===== config.mk =====
export PLATFORM = sky130hd
export DESIGN_NAME = csa_seq_multiplier
export DESIGN_NICKNAME = d
export VERILOG_FILES = /design/src/rtl/mdu_pkg.sv /design/src/rtl/csa_seq_multiplier_csa.sv /design/src/rtl/csa_seq_multiplier.sv
export SDC_FILE = /design/constraint.sdc
export NUM_CORES = 1
export LEC_CHECK = 0
export BUFFER_PORTS_ARGS = -buffer_cell sky130_fd_sc_hd__buf_2
export CAP_MARGIN = 20
export CORE_MARGIN = 2
export CORE_UTILIZATION = 35
export CTS_CLUSTER_DIAMETER = 80
export DETAILED_ROUTE_END_ITERATION = 16
export HOLD_SLACK_MARGIN = 0.12
export PLACE_DENSITY = 0.51
export REMOVE_ABC_BUFFERS = 1
export SYNTH_ARGS = -nofsm -noshare
export SYNTH_HDL_FRONTEND = slang
export SYNTH_SLANG_ARGS = --single-unit

===== constraint.sdc =====
create_clock -name clk -period 2.8 [get_ports clk]
set_input_delay 0.56 -clock clk [delete_from_list [all_inputs] [get_ports clk]]
set_output_delay 0.56 -clock clk [all_outputs]
set_load 0.1 [all_outputs]

===== src/rtl/mdu_pkg.sv =====
// Shared types and helpers for the Multiply-Division Unit controllers.
// The divider controllers reuse this package as well.
package mdu_pkg;

    typedef enum logic [1:0] {
        IDLE    = 2'd0,
        ACCUM   = 2'd1,
        RESOLVE = 2'd2,
        DONE    = 2'd3
    } mult_state_t;

    // Counter must reach width-1, so one extra bit is always enough.
    function automatic int cnt_width(input int width);
        return $clog2(width) + 1;
    endfunction

endpackage


===== src/rtl/csa_seq_multiplier_csa.sv =====
// Bitwise 3:2 carry-save adder. The carry vector is NOT shifted here;
// callers apply the <<1 weighting when they consume it.
module carrySaveAdder #(
    parameter int WIDTH = 8
) (
    input  logic [WIDTH-1:0] addendA,
    input  logic [WIDTH-1:0] addendB,
    input  logic [WIDTH-1:0] addendC,
    output logic [WIDTH-1:0] sum,
    output logic [WIDTH-1:0] carry
);

    // Per-bit full adder: xor for sum, majority for carry.
    always_comb begin
        sum   = addendA ^ addendB ^ addendC;
        carry = (addendA & addendB) | (addendA & addendC) | (addendB & addendC);
    end

endmodule


===== src/rtl/csa_seq_multiplier.sv =====
// Sequential unsigned multiplier: one partial product per cycle into a
// redundant sum/carry accumulator, then a single carry-propagate resolve.
module csa_seq_multiplier
    import mdu_pkg::*;
#(
    parameter int WIDTH = 4
) (
    input  logic                 clk,
    input  logic                 rst_n,
    input  logic                 start_i,
    output logic                 ready_o,
    input  logic [WIDTH-1:0]     op_a_i,
    input  logic [WIDTH-1:0]     op_b_i,
    output logic                 busy_o,
    output logic                 result_valid_o,
    input  logic                 result_ack_i,
    output logic [2*WIDTH-1:0]   result_o
);

    localparam int PW = 2 * WIDTH;
    localparam int CW = cnt_width(WIDTH);
    localparam logic [CW-1:0] LAST_CNT = CW'(WIDTH - 1);

    mult_state_t       state_r;
    mult_state_t       stateNext_s;
    logic [PW-1:0]     aShift_r;
    logic [WIDTH-1:0]  bShift_r;
    logic [PW-1:0]     sum_r;
    logic [PW-1:0]     carry_r;
    logic [CW-1:0]     cnt_r;
    logic [PW-1:0]     result_r;

    logic [PW-1:0]     pp_s;
    logic [PW-1:0]     carryFb_s;
    logic [PW-1:0]     csaSum_s;
    logic [PW-1:0]     csaCarry_s;

    // Partial product selection and weighted carry feedback (MSB dropped).
    always_comb begin
        pp_s      = {PW{1'b0}};
        carryFb_s = {carry_r[PW-2:0], 1'b0};
        if (bShift_r[0]) begin
            pp_s = aShift_r;
        end else begin
            pp_s = {PW{1'b0}};
        end
    end

    carrySaveAdder #(
        .WIDTH(PW)
    ) u_csa (
        .addendA(sum_r),
        .addendB(carryFb_s),
        .addendC(pp_s),
        .sum    (csaSum_s),
        .carry  (csaCarry_s)
    );

    // Next-state decode; unknown encodings fall back to IDLE.
    always_comb begin
        stateNext_s = state_r;
        case (state_r)
            IDLE: begin
                if (start_i) begin
                    stateNext_s = ACCUM;
                end else begin
                    stateNext_s = IDLE;
                end
            end
            ACCUM: begin
                if (cnt_r == LAST_CNT) begin
                    stateNext_s = RESOLVE;
                end else begin
                    stateNext_s = ACCUM;
                end
            end
            RESOLVE: begin
                stateNext_s = DONE;
            end
            DONE: begin
                if (result_ack_i) begin
                    stateNext_s = IDLE;
                end else begin
                    stateNext_s = DONE;
                end
            end
            default: begin
                stateNext_s = IDLE;
            end
        endcase
    end

    // State register.
    always_ff @(posedge clk or negedge rst_n) begin
        if (!rst_n) begin
            state_r <= IDLE;
        end else begin
            state_r <= stateNext_s;
        end
    end

    // Datapath: operand capture, accumulate/shift, and final resolve.
    always_ff @(posedge clk or negedge rst_n) begin
        if (!rst_n) begin
            aShift_r <= {PW{1'b0}};
            bShift_r <= {WIDTH{1'b0}};
            sum_r    <= {PW{1'b0}};
            carry_r  <= {PW{1'b0}};
            cnt_r    <= {CW{1'b0}};
            result_r <= {PW{1'b0}};
        end else begin
            case (state_r)
                IDLE: begin
                    if (start_i) begin
                        aShift_r <= {{WIDTH{1'b0}}, op_a_i};
                        bShift_r <= op_b_i;
                        sum_r    <= {PW{1'b0}};
                        carry_r  <= {PW{1'b0}};
                        cnt_r    <= {CW{1'b0}};
                    end
                end
                ACCUM: begin
                    sum_r    <= csaSum_s;
                    carry_r  <= csaCarry_s;
                    aShift_r <= {aShift_r[PW-2:0], 1'b0};
                    bShift_r <= {1'b0, bShift_r[WIDTH-1:1]};
                    cnt_r    <= cnt_r + CW'(1);
                end
                RESOLVE: begin
                    // The true product always fits in PW bits, so wrap is lossless.
                    result_r <= sum_r + carryFb_s;
                end
                DONE: begin
                    result_r <= result_r;
                end
                default: begin
                    result_r <= result_r;
                end
            endcase
        end
    end

    assign ready_o        = (state_r == IDLE);
    assign busy_o         = (state_r == ACCUM) || (state_r == RESOLVE);
    assign result_valid_o = (state_r == DONE);
    assign result_o       = result_r;

endmodule


* After elaboration in Yosys (flattened, before gate mapping)
Cells that the tools add are included.
Operators by class: add/subtract/negate cells 2, equal/unequal tests 5, multiplexer cells 14, bitwise operators 7, reductions and logical operators 4
Operator list (number):
- $pmux 8 s2 | 2
- $mux 8 | 3
- $and 7x7->7 | 3
- $xor 8x8->8 | 2
- $or 7x7->7 | 2
- $pmux 7 s2 | 1
- $add 8x8->8 | 1
- $pmux 2 s4 | 1
- $pmux 4 s2 | 1
- $pmux 3 s2 | 1
- $eq 2x2->1 const B | 2
- $mux 2 | 2
- $mux 4 | 1
- $add 3x1->3 const B | 1
- $eq 3x2->1 const B | 1
- $mux 3 | 1
- $eq 2x1->1 const B | 1
- $logic_not 2->1 | 1
- $ne 2x2->1 const B | 1
- $reduce_and 2->1 | 1
- $reduce_bool 2->1 | 1
- $logic_or 1x1->1 | 1
- $mux 1 | 1
Word-level totals: flip-flop bits (word level) 40, output and inout bits 11, logic and storage cells 39

* Longest topological paths before layout
Gate-level depths: netlist (run 1).
word-level depth 5, mapped depth 7

* By module
Synthesis (run 1) repeated with hierarchy kept, for this count alone.
Second synthesis, totals: cell total of the unflattened synthesis 221, area, all modules 2259.7 µm²
Modules (own cells, without submodules):
- csa_seq_multiplier | instances 1, cells an instance 213, area an instance 2099.5 µm², sequential area each 1001.0 µm²
- carrySaveAdder | instances 1, cells an instance 8, area an instance 160.2 µm², sequential area each 0.0 µm²

* Worst setup path before layout (run 1)
No wires, ideal clock.
kind register to register, start point reg state_r[0], end point reg aShift_r[1], library setup time 0.133 ns, arrival time 2.135 ns, path slack 0.532 ns, stages on the path, launching flop included 7, buffers on the path 2, period minus slack after synthesis 2.268 ns, cells stage by stage dfrtp_1 > inv_1 > ha_1 > buf_6 > mux2i_4 > clkbuf_1 > o21ai_0
Between the ends: longest elaborated chain between the ends 3
RTL lines:
- from (decl) | line csa_seq_multiplier.sv:24 | mult_state_t state_r;
- from (signal assigned) | line csa_seq_multiplier.sv:98 | state_r <= stateNext_s;
- $logic_not 2->1 (*)
- named net ready_o | line csa_seq_multiplier.sv:11 | output logic ready_o,
- $ne 2x2->1 (no source line) or $reduce_bool 2->1 (tied branches)
- $reduce_and 2->1 (no source line)
- to (signal assigned) | line csa_seq_multiplier.sv:105 | aShift_r <= {PW{1'b0}};
- to (signal assigned) | line csa_seq_multiplier.sv:115 | aShift_r <= {{WIDTH{1'b0}}, op_a_i};
- to (signal assigned) | line csa_seq_multiplier.sv:125 | aShift_r <= {aShift_r[PW-2:0], 1'b0};
- to (decl) | line csa_seq_multiplier.sv:26 | logic [PW-1:0] aShift_r;
Mark *: on every way through the listed nets, which the timed path passes. The rest lies on a longest branch. A chain may end at the register's enable or synchronous reset.

* Worst setup path in the final report (run 1)
start point reg state_r[0], end point out ready_o
Between the ends: longest elaborated chain between the ends 1
RTL lines:
- $logic_not 2->1 | line csa_seq_multiplier.sv:143 | assign ready_o = (state_r == IDLE);
- to (decl) | line csa_seq_multiplier.sv:11
No other way between the ends.

==> metrics, run 1 <==
first-pass GRT wire length=between 7000 and 8000 µm; largest net degree at the start of global routing=47; critical path launch point type=flip-flop; peak supply drop=around 750 µV; post-route core utilization=0.3982; cell area power density=about 1000 nW/µm²; area delta synth->final=11.76%; Synth Area in XOR/XNOR=0.02364; worst reg2reg path depth=6; GRT overflow=0; placed inst area=2389 µm²; vertical die dimension=83.70 µm; max_cap viols=0; initial antenna violation count=0; ys flop type=dfrtp_1; slowest stage cell on the critical path=buf_2; clk_lat worst skew=around 280 ps; leading cell types by count after synthesis=nand2_1 (46), dfrtp_1 (40), o21ai_0 (32), inv_1 (18), nand2b_1 (14); multiplexer share of the synthesized area=0.07203; core area=between 6000 and 7000 µm²; vias post-DR=1494; Hold/Removal Path Class=input port to asynchronous set/reset pin; final cell count without fillers=324; met2 Resource Use GR=0.2065; Cell Area, Synth=2223 µm²; # IOs=23; setup bufs post-CTS=0; starting DRC count in detailed routing=a little over 50; Synth top area share=0.4502; Layout Nets=279; period utilization=0.7986; busiest grt layer=met2; worst slew pin tran=around 920 ps; Req. time, crit path=roughly 2200 ps; H-tree Lvls=2; row cnt=29; Post-synth EDFFs=0; met1 usage=0.1763; Ys Warns=0; die area=~7000 µm²; Clock Sinks=40; Max Freq=between 400 and 500 MHz; Chip Width=83.70 µm; count of final setup violators=0; hold slack=413.3 ps; final WL=3976 µm; #FFs+latches synth=40; WS Path Type=flip-flop to output port; DR vias/cell=4.611; Clock Pin Slew Worst Setup and Hold Paths=roughly 80 ps; most frequent cell after synthesis=nand2_1; Leak=approximately 1.1 nW; Max FO, Critical Path=9; largest family of logic cells by synthesized area=simple AND/OR/NAND/NOR gates; IO buf count=22; ys async rst share=1.000; TritonCTS Buffers=5; FF+latch area=1001 µm²; post-synthesis compound-gate area fraction=0.1227; Data arrival, critical path=about 1700 ps; layout cells sized above 1=0.1538; fin crit period=2236 ps; critical path capture point type=output port; number of global-route vias before repair=roughly 1.6k; Post-Synth Simple-Gate Area=0.1396; dpl hpwl=2685 µm; CTS tree=yes; cell chain of the critical path=inv_1 -> ha_1 -> buf_2; Max Buffers Root-to-Sink=2; Synth Area in Adders=0.1362; met3 Use GR=0.02967; Slew Limit Headroom=0.3851; Syn Area/Cell=roughly 9.8 µm²; Total Power=around 2.6 mW; Seq/Total Area, Yosys=0.4502; global router's overall resource usage=0.1291; Synth area leaders=dfrtp_1 (45%), nand2_1 (7.8%), ha_1 (7.3%); Final Hold Fails=0; drt pass-1 iters=4; status=finished, final reports clean; clock skew=about 5 ps; FILL cells=between 600 and 700; Slew Viols, Final=0; Yosys cell types=27; Syn Inst Count=227; critical path's largest stage delay=between 500 and 600 ps; area of the multi-input gates=1099 µm²; Routed Antenna Nets=0; Antenna Cells=0; count of hold-fix buffers inserted at cts=0; CTS resizes=0; Initial Util=0.3563; clock root buffer=clkbuf_8; cell taking the most area after synthesis=dfrtp_1; post-route cell area=2485 µm²; final RePlAce weighted congestion=0.6863; unrepaired setup endpoints after global routing=no; placed cells=317; Avg WL per Cell=approximately 12 µm; DRC Markers=0
[final timing paths]
| kind | start | to | slack (ps) |
|---|---|---|---|
| worst min-delay path | rst_n | sum_r[2] | 410 |
| min in group clk | aShift_r[7] | aShift_r[7] | 480 |
| worst max register to register | sum_r[1] | result_o[7] | 730 |
| max in group asynchronous | rst_n | sum_r[3] | 1820 |
| worst min register to register | aShift_r[7] | aShift_r[7] | 480 |
| worst max-delay path | state_r[0] | ready_o | 560 |
[cell usage in the layout, fill, tap and decap left out, drive strengths merged]
master  Yosys  routed
a21oi       9       9
or3b        1       1
a31oi       2       2
xor2        2       2
nand2b     14      14
o21ai      32      32
nor2b       4       4
dfrtp      40      40
and2        1       1
a211oi      2       2
mux2        6       6
nand2      46      46
clkbuf      3       7
buf         8      24
inv        18      18
nor2        1       1
or3         1       1
mux2i       8       8
ha         13      13
a21o        2       2
o211ai      2       2
fa          7       7
xnor2       4       4
a311o       1       1
[sequential cells by signal, summed over array words and instances (netlist names)]
name      flops
sum_r         8
state_r       2
cnt_r         3
result_o      8
bShift_r      4
aShift_r      8
carry_r       7
[critical path, delay by kind of cell (launching register included)]
kind / cells / cell delay (ps)
adders and majority gates: 1 / 390
buffers and inverters: 2 / 600
DFF: 1 / 410
[stage by stage]
step | setup TNS (ps) | worst slack [ps]
6_report | 0 | 564.0
3_5_place_dp | 0 | 733.1
3_3_place_gp | 0 | 761.5
2_1_floorplan | -27.97 | -27.97
4_1_cts | 0 | 561.3
5_1_grt | 0 | 454.4
[where the power goes]
group          internal (mW)  total [mW]  switching, mW
clock network          0.220       0.412          0.192
registers              0.751       0.876          0.125
logic                  0.339        1.31          0.967
total                   1.31        2.59           1.28
[kinds of logic after synthesis]
| group | after synthesis |
|---|---|
| AO/OA/AOI/OAI | 50 |
| buffers and inverters | 29 |
| XOR/XNOR | 6 |
| flip-flops | 40 |
| multiplexers | 14 |
| adder cells (fa/ha/maj) | 20 |
| AND/OR/NAND/NOR | 68 |
[metal layers]
layer / wire length [µm] / share of wire / vias up
li1: - / - / 783
met1: 2027 / 0.51 / 687
met2: 1781 / 0.45 / 22
met3: 139 / 0.035 / 2
met4: 27 / 0.0068 / 0
met5: 0 / 0 / -
[final cells by class]
cell class	count	share of cell area
sequential	40	0.4028
clock buffer	7	0.03877
multi-input combinational	158	0.4421
inverter	18	0.02719
timing repair buffer	24	0.05035
tap	77	0.03877
Note: power is estimated with default switching activity, not from simulation.
==> run 2: changes to the inputs <==
- clock period: 2.8 -> 2.2 ns (I/O delays scaled with it)
==> run 2 against run 1 <==
Net effect:
- non-clock buffer count is 4 higher
- clock power rose by 25%
- via count increased by 2.8%
- critical endpoint unchanged
- first-iteration DRC count grew 27%
- routed wire length is 0.40% higher
- worst setup slack got worse by 400 ps
- worst hold slack got worse by 200 ps
==> metrics, run 2 (same netlist as run 1, synthesis figures left out) <==
status=finished, final reports clean (unchanged); clock skew=4.175 ps (was 4.930 ps); cell depth of the worst setup path=3 (unchanged); CP top delay family=buffers and inverters (unchanged); vertical die dimension=83.70 µm (unchanged); Max FO, Critical Path=9 (unchanged); count of hold-fix buffers inserted at cts=0 (unchanged); final RePlAce weighted congestion=0.6874 (was 0.6863); placed cells=321 (was 317); clk_lat worst skew=290 ps (was 280 ps); GRT overflow=0 (unchanged); final WL=3992 µm (was 3976 µm); critical path capture point type=output port (unchanged); WS Path Type=flip-flop to output port (unchanged); drt pass-1 iters=4 (unchanged); fin crit period=~2000 ps; Leak=1.152 nW (was 1.127 nW); cell area power density=1333 nW/µm² (was 1044 nW/µm²); first-pass GRT wire length=7334 µm (was 7307 µm); WL met1=2018 µm (was 2027 µm); Max Buffers Root-to-Sink=2 (unchanged); cell chain of the critical path=inv_1 -> ha_1 -> clkbuf_4 (was inv_1 -> ha_1 -> buf_2); dpl hpwl=2817 µm (was 2685 µm); Clock Pin Slew Worst Setup and Hold Paths=80 ps (about the same); core area=6241 µm² (unchanged); max layer used=met4 (unchanged); Slew Viols, Final=0 (unchanged); row cnt=29 (unchanged); Final Hold Fails=0 (unchanged); post-route core utilization=0.4048 (was 0.3982); H-tree Lvls=2 (unchanged); layout cells sized above 1=0.1706 (was 0.1538); most frequent cells in the layout=nand2_1 (46), dfrtp_1 (40), o21ai_0 (32), buf_2 (21), inv_1 (18) (was nand2_1 (46), dfrtp_1 (40), o21ai_0 (32), buf_2 (22), inv_1 (18)); Req. time, crit path=1760 ps (was 2240 ps); Clock Sinks=40 (unchanged); Slew Limit Headroom=0.6478 (was 0.3851); clock root buffer=clkbuf_8 (unchanged); Initial Util=0.3563 (unchanged); critical path's largest stage delay=420 ps (was 510 ps); DR vias/cell=4.669 (was 4.611); slowest stage cell on the critical path=clkbuf_4 (was buf_2); unrepaired setup endpoints after global routing=no (unchanged); IO buf count=22 (unchanged); # IOs=23 (unchanged); Antenna Cells=0 (unchanged); initial antenna violation count=0 (unchanged); global router's overall resource usage=0.1307 (was 0.1291); vias post-DR=1536 (was 1494); max_cap viols=0 (unchanged); Hold/Removal Path Class=input port to asynchronous set/reset pin (unchanged); peak supply drop=1145 µV (was 746.3 µV); DR WL met2=1788 µm (was 1781 µm); Chip Width=83.70 µm (unchanged); number of global-route vias before repair=1569 (was 1601); die area=7006 µm² (unchanged); TritonCTS Buffers=5 (unchanged); Data arrival, critical path=1600 ps (was 1680 ps); WL met3=135 µm (was 139 µm); critical path launch point type=flip-flop (unchanged); Max Freq=490.2 MHz; largest net degree at the start of global routing=51 (was 47); CTS tree=yes (unchanged); period utilization=0.9273; starting DRC count in detailed routing=65 (was 51); area delta synth->final=13.62% (was 11.76%); count of final setup violators=0 (unchanged); commonest non-fill, non-tap cell in the layout=nand2_1 (unchanged); Routed Antenna Nets=0 (unchanged); worst reg2reg path depth=6 (unchanged); crit path buf inv count=2 (unchanged); final cell count without fillers=329 (was 324); DRC Markers=0 (unchanged); Layout Nets=283 (was 279); worst slew pin tran=528.4 ps (was 922.4 ps); Avg WL per Cell=12.13 µm (was 12.27 µm)
==> run 2: cell types whose count changed in the layout (fill, tap and decap cells not counted), sizes merged <==
cell and change:
clkinv +2, buf +3
==> run 2: where the power goes <==
group	internal (mW)	switching, mW
Sequential	0.955	0.157
Combinational	0.501	1.24
Clock	0.251	0.263
Total	1.71	1.66
==> run 2: area by class of cell <==
type                            instances  area [µm²]
Sequential cell                        40        1001
Fill cell                             628        3715
Clock inverter                          2       10.01
Inverter                               18       67.56
Clock buffer                            6       82.58
Multi-Input combinational cell        158        1099
Tap cell                               77       96.34
Timing Repair Buffer                   28       170.2
==> run 2: worst paths after layout <==
path	from	to	slack, ps
worst max-delay path	state_r[1]	ready_o	160
worst min-delay path	rst_n	result_o[5]	210
worst max register to register	sum_r[1]	result_o[7]	240
worst min register to register	bShift_r[1]	bShift_r[1]	480
max in group asynchronous	rst_n	cnt_r[2]	1630
min in group clk	op_b_i[2]	bShift_r[2]	440
==> run 2: repair_timing <==
item	4_1_cts	5_1_grt
setup endpoints to repair	0	1
setup buffers	0	0
resized for setup	0	1
hold endpoints to repair	0	0
==> run 2: layer usage <==
layer / GRT usage / up-vias
met5: 0 / -
met4: 0.03959 / 0
met3: 0.04253 / 5
met2: 0.2073 / 23
met1: 0.1708 / 719
li1: - / 789
==> run 2: through the flow <==
step	setup slack, ps	TNS, ps	instance area, µm²	hold slack, ps	power, mW
floorplan	-628.0	-13830	2167	144.4	2.457
global placement	227.2	0	2431	468.1	2.877
detailed placement	209.2	0	2431	471.8	2.894
CTS	67.43	0	2524	224.0	3.423
global route	53.85	0	2526	236.6	3.646
finish	159.9	0	2526	211.8	3.367
==> run 3: changes to the inputs <==
- SYNTH_HIERARCHICAL: default -> 1
==> run 3 against run 2 <==
Net effect:
- clock power increased by 16%
- fmax increased by 8.3%
- critical path type unchanged
- routed wire length increased by 3.7%
- register-to-register slack improved by 230 ps
==> metrics, run 3 <==
count of final setup violators=0 (unchanged); Clock Sinks=40 (unchanged); row cnt=29 (unchanged); cell taking the most area after synthesis=dfrtp_1 (unchanged); clock root buffer=clkbuf_8 (unchanged); final cell count without fillers=326 (was 329); hold slack=426.0 ps (was 211.8 ps); Ys Warns=6 (was 0); vias post-DR=1552 (was 1536); leading cell types by count after synthesis=nand2_1 (54), dfrtp_1 (40), o21ai_0 (27), ha_1 (12) (was nand2_1 (46), dfrtp_1 (40), o21ai_0 (32), inv_1 (18), nand2b_1 (14)); drt pass-1 iters=4 (unchanged); number of global-route vias before repair=1628 (was 1569); commonest non-fill, non-tap cell in the layout=nand2_1 (unchanged); first-pass GRT wire length=7741 µm (was 7334 µm); post-route core utilization=0.4053 (was 0.4048); H-tree Lvls=2 (unchanged); placed cells=317 (was 321); dpl hpwl=3025 µm (was 2817 µm); ys async rst share=1.000 (unchanged); DR vias/cell=4.761 (was 4.669); #FFs+latches synth=40 (unchanged); WS Path Type=flip-flop to output port (unchanged); Max FO, Critical Path=3 (was 9); Yosys cell types=32 (was 27); largest net degree at the start of global routing=45 (was 51); Slew Viols, Final=0 (unchanged); post-route cell area=2559 µm² (was 2526 µm²); TNS Setup=0 ps (unchanged); final RePlAce weighted congestion=0.6828 (was 0.6874); Final Hold Fails=0 (unchanged); FF+latch area=1001 µm² (unchanged); Req. time, crit path=1760 ps (about the same); TritonCTS Buffers=5 (unchanged); Hold/Removal Path Class=input port to flip-flop (was input port to asynchronous set/reset pin); ys flop type=dfrtp_1 (unchanged); area delta synth->final=13.23% (was 13.62%); setup bufs post-CTS=0 (unchanged); fin crit period=1883 ps (was 2040 ps); area of the multi-input gates=1127 µm² (was 1099 µm²); layout cells sized above 1=0.1968 (was 0.1706); die area=7115 µm² (was 7006 µm²); Routed Antenna Nets=0 (unchanged); Leak=1.228 nW (was 1.152 nW); placed inst area=2441 µm² (was 2431 µm²); Initial Util=0.3579 (was 0.3563); CTS tree=yes (unchanged); max_cap viols=0 (unchanged); Synth top area share=0.4430 (was 0.4502); Clock Pin Slew Worst Setup and Hold Paths=80 ps (about the same); Avg WL per Cell=12.69 µm (was 12.13 µm); FILL cells=643 (was 628); CTS resizes=0 (unchanged); core area=6314 µm² (was 6241 µm²); Seq/Total Area, Yosys=0.4430 (was 0.4502); clk_lat worst skew=290 ps (about the same); starting DRC count in detailed routing=92 (was 65); DRC Markers=0 (unchanged); status=finished, final reports clean (unchanged); most frequent cells in the layout=nand2_1 (54), dfrtp_1 (40), o21ai_0 (27), buf_2 (22), ha_1 (12) (was nand2_1 (46), dfrtp_1 (40), o21ai_0 (32), buf_2 (21), inv_1 (18)); critical path capture point type=output port (unchanged); vertical die dimension=84.35 µm (was 83.70 µm); critical path launch point type=flip-flop (unchanged); count of hold-fix buffers inserted at cts=1 (was 0); initial antenna violation count=0 (unchanged); Cell Area, Synth=2260 µm² (was 2223 µm²); Chip Width=84.35 µm (was 83.70 µm); Post-synth EDFFs=0 (unchanged); Syn Area/Cell=10.22 µm² (was 9.795 µm²); Syn Inst Count=221 (was 227); most frequent cell after synthesis=nand2_1 (unchanged); clock skew=11.02 ps (was 4.175 ps); period utilization=0.8560 (was 0.9273); Antenna Cells=0 (unchanged); unrepaired setup endpoints after global routing=no (unchanged); peak supply drop=1254 µV (was 1145 µV); IO buf count=22 (unchanged); Data arrival, critical path=1440 ps (was 1600 ps); Layout Nets=281 (was 283); GRT overflow=0 (unchanged); Max Buffers Root-to-Sink=2 (unchanged); final WL=4138 µm (was 3992 µm); cell area power density=1376 nW/µm² (was 1333 nW/µm²); # IOs=23 (unchanged); Max Freq=531.0 MHz (was 490.2 MHz); global router's overall resource usage=0.1346 (was 0.1307); Synth area leaders=dfrtp_1 (44%), nand2_1 (9.0%), fa_1 (8.0%) (was dfrtp_1 (45%), nand2_1 (7.8%), ha_1 (7.3%))
-- run 3: changes by cell type in the layout (fill, tap and decap cells not counted), sizes merged, moves of 3 or more --
cell / delta
nand2: +8
and2: +7
nand2b: -12
buf: +3
inv: -9
-- run 3: area by class of cell --
| type | count | area share |
|---|---|---|
| Clock buffer | 6 | 0.02836 |
| Clock inverter | 2 | 0.01369 |
| Inverter | 9 | 0.01320 |
| Multi-Input combinational cell | 161 | 0.4406 |
| Sequential cell | 40 | 0.3912 |
| Tap cell | 77 | 0.03765 |
| Timing Repair Buffer | 31 | 0.07531 |
-- run 3: path summary, 6_finish.rpt --
| kind | from | to | slack (ps) | cells past startpoint |
|---|---|---|---|---|
| worst min register to register | cnt_r[2] | cnt_r[2] | 480 | 2 |
| worst max register to register | sum_r[1] | result_o[5] | 470 | 7 |
| worst min-delay path | op_b_i[1] | bShift_r[1] | 430 | 3 |
| min in group asynchronous | rst_n | sum_r[4] | 540 | 2 |
| max in group asynchronous | rst_n | aShift_r[4] | 1150 | 3 |
| worst max-delay path | state_r[1] | busy_o | 320 | 3 |
-- run 3: power breakdown --
group	switching, mW	internal [mW]	leakage [nW]
Sequential	0.175	0.962	0.539
Clock	0.259	0.337	0.0552
Combinational	1.25	0.533	0.634
Total	1.69	1.83	1.23
-- run 3: kinds of logic after synthesis --
family | count (synthesis) | synth area share
XOR/XNOR | 4 | 0.01551
flip-flops | 40 | 0.4430
other | 1 | 0.001660
multiplexers | 12 | 0.05592
AO/OA/AOI/OAI | 52 | 0.1384
AND/OR/NAND/NOR | 71 | 0.1357
buffers and inverters | 20 | 0.06367
adder cells (fa/ha/maj) | 21 | 0.1462
-- run 3: routing by layer --
| metal | global-route usage | up-vias | part of all wire |
|---|---|---|---|
| li1 | - | 790 | - |
| met3 | 0.03441 | 6 | 0.035 |
| met1 | 0.1822 | 734 | 0.49 |
| met5 | 0 | - | 0 |
| met2 | 0.2157 | 22 | 0.46 |
| met4 | 0.03752 | 0 | 0.012 |
-- run 3: stage by stage --
step                      worst slack [ps]  power [mW]
after floorplan                      -1964       2.463
after global placement               507.9       2.947
after detailed placement             473.3       2.971
after CTS                            301.6       3.585
after global routing                 237.4       3.843
final                                316.9       3.520
-- run 3: critical path, stage by stage (launching register included) --
cell,delay (ps)
dfrtp_1,390
inv_1,80
ha_1,270
buf_2,420
